--- config.mk ---
export PLATFORM = sky130hd
export DESIGN_NAME = cpu_mem_arbiter
export DESIGN_NICKNAME = d
export VERILOG_FILES = /design/src/rtl/cpu_mem_arbiter.sv
export SDC_FILE = /design/constraint.sdc
export NUM_CORES = 1
export LEC_CHECK = 0
export CAP_MARGIN = 15
export CORE_AREA = 10 10 97 99
export DETAILED_ROUTE_END_ITERATION = 16
export DIE_AREA = 0 0 107 109
export PLACE_DENSITY = 0.8
export SLEW_MARGIN = 20
export SYNTH_ARGS = -nofsm -noshare
export SYNTH_HDL_FRONTEND = slang
export SYNTH_SLANG_ARGS = --single-unit
--- constraint.sdc ---
create_clock -name clk -period 3.1 [get_ports clk]
set_input_delay 0.62 -clock clk [delete_from_list [all_inputs] [get_ports clk]]
set_output_delay 0.62 -clock clk [all_outputs]
set_load 0.005 [all_outputs]
--- src/rtl/cpu_mem_arbiter.sv ---
// cpu_mem_arbiter
// Arbitrates the single CPU memory bus between four requesters
// (0 = instruction fetch, 1 = instruction execute, 2 = interrupt sequencer,
// 3 = OAM DMA). At most one request is accepted per cycle. Priority is
// DMA > INT > IE > IF, with a starvation guard that force-grants IF. A
// requester can lock the bus across several transactions. The accepted
// request is registered onto the bus, and read data is routed back to
// the requester that issued the read.
//
// Ports
//   clk, rst          clock; asynchronous active-low reset
//   req/we/lock[3:0]  per-requester request, write enable, hold-lock
//   addr[63:0]        requester i address on [16i+15:16i]
//   wdata[31:0]       requester i write data on [8i+7:8i]
//   gnt[3:0]          one-hot combinational grant (accept at next edge)
//   rvalid[3:0]       one-hot one-cycle read-response pulse
//   rdata[7:0]        shared read data, valid with rvalid
//   mem_addr, mem_data_out, mem_write_en   registered bus outputs
//   mem_data_in       bus read data, RD_LATENCY cycles after mem_addr
//   bus_owner[1:0]    index of the last accepted requester
//   bus_locked        high while the bus is locked (FSM in LOCKED)
//
// Handshake: req[i] is a valid that the requester holds, together with
// addr/we/wdata/lock, until it sees gnt[i] high. gnt[i] is the ready; the
// transaction is accepted at the clock edge that ends a cycle in which both
// are high. The requester may present its next request in the following cycle.
module cpu_mem_arbiter #(
  parameter int RD_LATENCY = 1,
  parameter int STARVE_MAX = 8
) (
  input  logic        clk,
  input  logic        rst,
  input  logic [3:0]  req,
  input  logic [3:0]  we,
  input  logic [3:0]  lock,
  input  logic [63:0] addr,
  input  logic [31:0] wdata,
  output logic [3:0]  gnt,
  output logic [3:0]  rvalid,
  output logic [7:0]  rdata,
  output logic [15:0] mem_addr,
  output logic [7:0]  mem_data_out,
  output logic        mem_write_en,
  input  logic [7:0]  mem_data_in,
  output logic [1:0]  bus_owner,
  output logic        bus_locked
);

  localparam logic [0:0] ST_IDLE   = 1'b0;
  localparam logic [0:0] ST_LOCKED = 1'b1;

  localparam int CNT_W = $clog2(STARVE_MAX + 1);
  localparam logic [CNT_W-1:0] STARVE_LIM = CNT_W'(STARVE_MAX);

  logic [0:0]       state;
  logic [0:0]       state_nxt;
  logic [1:0]       lock_id;
  logic [1:0]       lock_id_nxt;
  logic [CNT_W-1:0] starve_cnt;
  logic [CNT_W-1:0] starve_nxt;
  logic             starve_fire;
  logic [3:0]       gnt_raw;
  logic             accept;
  logic [1:0]       win_id;
  logic [15:0]      win_addr;
  logic [7:0]       win_wdata;
  logic             win_we;

  // Read tag pipeline: {valid, requester id}. Stage RD_LATENCY lines up
  // with the cycle in which mem_data_in carries the data for that read.
  logic [2:0] tag_pipe [0:RD_LATENCY];

  assign starve_fire = (starve_cnt == STARVE_LIM);

  always_comb begin
    gnt_raw = 4'b0000;
    if (state == ST_LOCKED) begin
      if (req[lock_id]) gnt_raw[lock_id] = 1'b1;
    end else if (starve_fire && req[0]) begin
      gnt_raw = 4'b0001;
    end else if (req[3]) begin
      gnt_raw = 4'b1000;
    end else if (req[2]) begin
      gnt_raw = 4'b0100;
    end else if (req[1]) begin
      gnt_raw = 4'b0010;
    end else if (req[0]) begin
      gnt_raw = 4'b0001;
    end
  end

  // No grant is advertised while reset is held.
  assign gnt    = rst ? gnt_raw : 4'b0000;
  assign accept = |gnt_raw;

  always_comb begin
    win_id = 2'd0;
    for (int i = 0; i < 4; i++) begin
      if (gnt_raw[i]) win_id = 2'(i);
    end
  end

  assign win_addr  = addr[{win_id, 4'b0000} +: 16];
  assign win_wdata = wdata[{win_id, 3'b000} +: 8];
  assign win_we    = we[win_id];

  always_comb begin
    state_nxt   = state;
    lock_id_nxt = lock_id;
    if (state == ST_IDLE) begin
      if (accept && lock[win_id]) begin
        state_nxt   = ST_LOCKED;
        lock_id_nxt = win_id;
      end
    end else begin
      // Release on an unlocking accept, or when the owner goes idle with
      // its lock dropped.
      if (accept && !lock[lock_id]) begin
        state_nxt = ST_IDLE;
      end else if (!req[lock_id] && !lock[lock_id]) begin
        state_nxt = ST_IDLE;
      end
    end
  end

  // IF wait counter: only counts while arbitration is open; frozen while
  // another requester holds the lock, saturates at the guard threshold.
  always_comb begin
    starve_nxt = starve_cnt;
    if (!req[0] || gnt_raw[0]) begin
      starve_nxt = '0;
    end else if ((state == ST_IDLE) && !starve_fire) begin
      starve_nxt = starve_cnt + 1'b1;
    end
  end

  always_ff @(posedge clk or negedge rst) begin
    if (!rst) begin
      state      <= ST_IDLE;
      lock_id    <= 2'd0;
      starve_cnt <= '0;
    end else begin
      state      <= state_nxt;
      lock_id    <= lock_id_nxt;
      starve_cnt <= starve_nxt;
    end
  end

  always_ff @(posedge clk or negedge rst) begin
    if (!rst) begin
      mem_addr     <= 16'h0000;
      mem_data_out <= 8'h00;
      mem_write_en <= 1'b0;
      bus_owner    <= 2'd0;
    end else if (accept) begin
      mem_addr     <= win_addr;
      mem_write_en <= win_we;
      bus_owner    <= win_id;
      if (win_we) mem_data_out <= win_wdata;
    end else begin
      mem_write_en <= 1'b0;
    end
  end

  always_ff @(posedge clk or negedge rst) begin
    if (!rst) begin
      for (int i = 0; i <= RD_LATENCY; i++) tag_pipe[i] <= 3'b000;
      rvalid <= 4'b0000;
      rdata  <= 8'h00;
    end else begin
      tag_pipe[0] <= {accept && !win_we, win_id};
      for (int i = 1; i <= RD_LATENCY; i++) tag_pipe[i] <= tag_pipe[i-1];
      if (tag_pipe[RD_LATENCY][2]) begin
        rvalid <= 4'b0001 << tag_pipe[RD_LATENCY][1:0];
        rdata  <= mem_data_in;
      end else begin
        rvalid <= 4'b0000;
      end
    end
  end

  assign bus_locked = (state == ST_LOCKED);

endmodule

### Yosys cells after proc, flatten, opt, wreduce, memory -nomap -nowiden

Index checks and enable logic that the tools add are counted.

| word-level totals | value |
|---|---|
| flip-flop bits (word level) | 52 |
| word-level logic and storage cells | 66 |
| input port bits | 118 |

| cells by class | value |
|---|---|
| add/sub/neg operators | 1 |
| reduce and logical (&&, ||, !) cells | 17 |
| mux-type cells | 29 |
| $lt $le $gt $ge | 3 |
| shift-type cells | 3 |
| bitwise operators | 1 |
| eq/ne operators | 1 |

Operator list:

| operator | count |
|---|---|
| 64-bit by 7-bit variable part select with 16-bit output | 1 |
| 4-bit two-way mux | 8 |
| 32-bit by 6-bit variable part select with 8-bit output | 1 |
| 1-bit two-way mux | 12 |
| 1-bit binary-select mux with 2-bit select | 4 |
| 1-bit logical AND | 7 |
| 2-bit by 3-bit < comparator with 1-bit output, second input constant | 2 |
| 2-bit two-way mux | 3 |
| 1-bit zero test | 5 |
| 4-bit by 1-bit adder with 4-bit output, second input constant | 1 |
| 4-bit == test, second input constant | 1 |
| 2-bit AND reduction | 2 |
| 4-bit OR reduction | 1 |
| 1-bit by 2-bit left shift with 4-bit output, first input constant | 1 |
| 3-bit two-way mux | 1 |
| 1-bit demux with 2-bit select | 1 |
| 2-bit by 1-bit >= comparator with 1-bit output, second input constant | 1 |
| 2-bit nonzero test | 1 |
| 1-bit logical OR | 1 |
| 1-bit NOT | 1 |

### Logic depth before layout (Yosys ltp)

| logic depth | value |
|---|---|
| word-level depth | 14 |
| mapped depth | 10 |
| depth with buffers taken out | 8 |

### Least setup slack after synthesis

No wires, ideal clock.

| timing path | value |
|---|---|
| path kind | input to output |
| start | in req[3] |
| end | out gnt[1] |
| required time | 2480 ps |
| data arrival time | 1909 ps |
| setup slack | 571 ps |
| path buffers | 2 |
| stages on the path | 5 |
| cells stage by stage | buf_6 -> or4b_4 -> o21ai_4 -> clkbuf_1 -> and2_1 |

| on the way | value |
|---|---|
| cells in the longest elaborated chain, start to end | 5 |
| elaborated cells on any way between the ends | 7 |
| those cells by class | mux (7) |

Ends and longest elaborated chain:

| what | RTL line | text |
|---|---|---|
| start, declared | 33 | `input logic [3:0] req,` |
| 1-bit binary-select mux with 2-bit select | 78 | `if (req[lock_id]) gnt_raw[lock_id] = 1'b1;` |
| 1-bit two-way mux (implied by the code) | 78 |  |
| 4-bit two-way mux | 78 |  |
| 4-bit two-way mux * | 77 | `if (state == ST_LOCKED) begin` |
| 4-bit two-way mux * | 93 | `assign gnt = rst ? gnt_raw : 4'b0000;` |
| end, declared | 38 | `output logic [3:0] gnt,` |

Mark *: on every way between the ends. The rest lies on a longest branch, timed or not. The select of a mux whose other input is x is not followed.

### Worst setup path in the final report

| timing path | value |
|---|---|
| start | in req[0] |
| end | out gnt[3] |

The elaborated chain is that of the path after synthesis.

==> run_results.csv <==
group,metric,value,unit
placement,port_buffers,161,
timing,period_share,96.0,%
synth,post-synth-top-area-cell,"dfrtp_1",
floorplanning,initial_core_util,37.7,%
finish,nFillCells,646,
synth,synth_edf_count,0,
floorplanning,die_h,109,um
routing,routed_wl,10.7,mm
synth,synth.area.top_cells,"dfrtp_1 46%, mux2_2 6.3%, mux2i_1 5.3%",
grt,grt_usage,17.5,%
placement,hpwlAfterDp,8.74,mm
setup_path,crit_slowest_cell,"clkdlybuf4s50_1",
setup_path,critPathCaptureType,"primary output",
grt,grt_pass1_wl,16.1,mm
synth,yosys_most_used_dff,"dfrtp_1",
floorplanning,boundaryPins,162,
routing,viasPerCell,5.17,
grt,grt_max_degree,43,
timing,finClkSkew,0.00691,ns
synth,synth_common_cells,"52 x dfrtp_1, 38 x nor2_1, 34 x nand2_1",
power,power,3.55,mW
setup_path,crit_fanout,4,
finish,fin_nets,581,
clock_tree,tritoncts,"yes",
timing,fin_crit,2.98,ns
synth,ys_types,45,
routing,firstDrtPassIters,4,
setup_path,startpoint_type,"primary input",
routing,ant_nets,0,
clock_tree,clock_latency,0.31,ns
finish,syn_to_final_growth,67.1,%
grt,grt_overflow,0,
timing,drv_slew,0,
grt,grt_pass1_vias,2941,
setup_path,critPathKind,"in -> out",
routing,wl_per_cell,19.0,um
clock_tree,numCtsBuffers,5,
power,leakagePower,2.06,nW
synth,netlist_instances,292,
routing,drc,0,
worst_hold_path,hp-class,"in -> async",
setup_path,r2r-start,"bus_locked",
timing,fin_tns_setup,0,ns
setup_path,critPathMostFrequentCell,"clkdlybuf4s50_1",
timing,final_hold_viol_count,0,
clock_tree,clk_path_buf_depth,2,
routing,drt-initial-drc-count,140,
run,cap_violations,0,
routing,vias,2916,
synth,synthesis.area,2840,um2
grt,antenna_found_initial,0,
status,status,"finished, final reports clean",
timing,worstMarginPinSlew,0.733,ns
synth,ys_async_sr_fraction,100,%
clock_tree,numClockSinks,52,
floorplanning,die_x,107,um
power,p_per_area,749,nW/um2
timing,setup_viol,0,
synth,seq_area_frac_synth,45.8,%
synth,synth_area_per_cell,9.72,um2
finish,multi_input_area,1450,um2
synth,syn_nets,412,
synth,ys_ff_latch,52,
setup_path,arrival,2.36,ns
synth,synth-warning-count,0,
synth,yosys.cell_count.top_type,"dfrtp_1",
timing,rsz0062_at_grt,"no",
floorplanning,fp-row-count,32,
setup_path,cp_cell_sequence,"clkdlybuf4s50_1 -> and4b_1 -> o21ai_0 -> and3_1 -> clkdlybuf4s50_1",
setup_path,setup.worst_path.start,"req[0]",
finish,register_area,1300,um2
setup_path,critPathMaxStageDelay,0.51,ns
synth,synth_top_cell_area_share,45.8,%
floorplanning,coreArea,7530,um2
clock_tree,ctsRootBufferMaster,"clkbuf_8",
clock_tree,ctsHtreeMaxLevel,2,
setup_path,crit_required,2.48,ns
placement,gp_congestion,0.846,
timing,timing.fmax,336,MHz
timing,relSlewSlack,50.7,%
floorplanning,dieArea,11700,um2
clock_tree,clkSlewWorstSetupHoldPaths,0.10,ns
finish,drive_gt1_share,11.3,%
finish,num_antenna_cells,0,
power,vdd_drop_max,0.280,mV
flip-flops by register name, summed over array words and instances, names as in the netlist:
name          cells
tag_pipe          6
mem_data_out      8
rvalid            4
bus_owner         2
lock_id           2
rdata             8
mem_addr         16
starve_cnt        4
mem_write_en      1
bus_locked        1
power by group:
group	total (mW)	leakage, nW	internal (mW)	switching [mW]
clock network	0.391	0.0414	0.161	0.230
logic	1.94	1.39	1.13	0.811
registers	1.21	0.627	0.996	0.219
cell usage in the layout (no fill, tap or decap), types with 2 or more instances in the layout:
master and n:
a21o_1 2, a21oi_1 8, a222oi_1 5, a22o_1 2
a22oi_1 2, and2_1 4, and3_1 4, and3b_1 3
buf_4 17, clkbuf_8 5, clkdlybuf4s50_1 159, dfrtp_1 52
ha_1 2, inv_1 6, mux2_2 16, mux2i_1 15
nand2_1 34, nand2b_1 2, nand3_1 6, nand4b_1 2
nor2_1 38, nor3_1 3, o211ai_1 8, o21a_1 2
o21ai_0 28, o22a_1 6, o22ai_1 5, xor2_1 2
per-layer routing:
metal	GRT usage (%)	up-vias	wire [um]
met5	0	-	0
met4	5.13	0	164
met3	5.84	11	880
met2	28.8	137	5070
met1	21.4	1374	4600
li1	-	1394	-
worst max-delay path: cells and delay by family:
| family | cells | cell delay [ns] |
|---|---|---|
| AND/OR/NAND/NOR | 2 | 0.48 |
| AO/OA/AOI/OAI | 1 | 0.28 |
| buffers and inverters | 2 | 0.98 |
what timing repair did:
action,in CTS,in global routing
gates resized for setup,0,2
hold buffers,0,0
endpoints found under the setup margin,0,2
setup buffers,0,0
stage by stage:
stage / hold WS [ns] / setup WS, ns / cells / instance area, um2 / util [%]
floorplan: 0.324 / 0.571 / 292 / 2840 / -
global placement: 0.332 / 0.0114 / 556 / 4650 / 61.7
detailed placement: 0.337 / 0.0107 / 556 / 4650 / 61.7
CTS: 0.207 / 0.00558 / 564 / 4740 / 62.9
global route: 0.205 / 0.0125 / 564 / 4740 / 63.0
finish: 0.197 / 0.124 / 564 / 4740 / 63.0
worst paths after layout:
check,endpoint,slack [ns],cells after the start
max in group asynchronous,mem_addr[6],2.08,2
max,gnt[3],0.12,5
max reg2reg,lock_id[0],0.55,7
min,bus_owner[1],0.20,1
min in group clk,tag_pipe[2],0.36,0
min reg2reg,tag_pipe[2],0.36,0
final cells by class:
class / instances / area share (%)
clock inverters: 2 / 0.343
clock buffers: 6 / 1.53
well taps: 102 / 2.69
flip-flops and latches: 52 / 27.4
multi-input cells: 217 / 30.5
inverters: 6 / 0.475
repair buffers: 179 / 37.0
cells by family (layout without fill, tap and decap cells):
| kind of cell | count (synthesis) | in the layout | synth area share, % |
|---|---|---|---|
| simple gates | 102 | 102 | 16.7 |
| compound gates | 77 | 77 | 19.1 |
| flops | 52 | 52 | 45.8 |
| mux | 33 | 33 | 13.0 |
| buf+inv | 23 | 193 | 3.61 |
| xor+xnor | 3 | 3 | 0.926 |
| fa+ha+maj | 2 | 2 | 0.881 |
(Power assumes the default switching activity.)
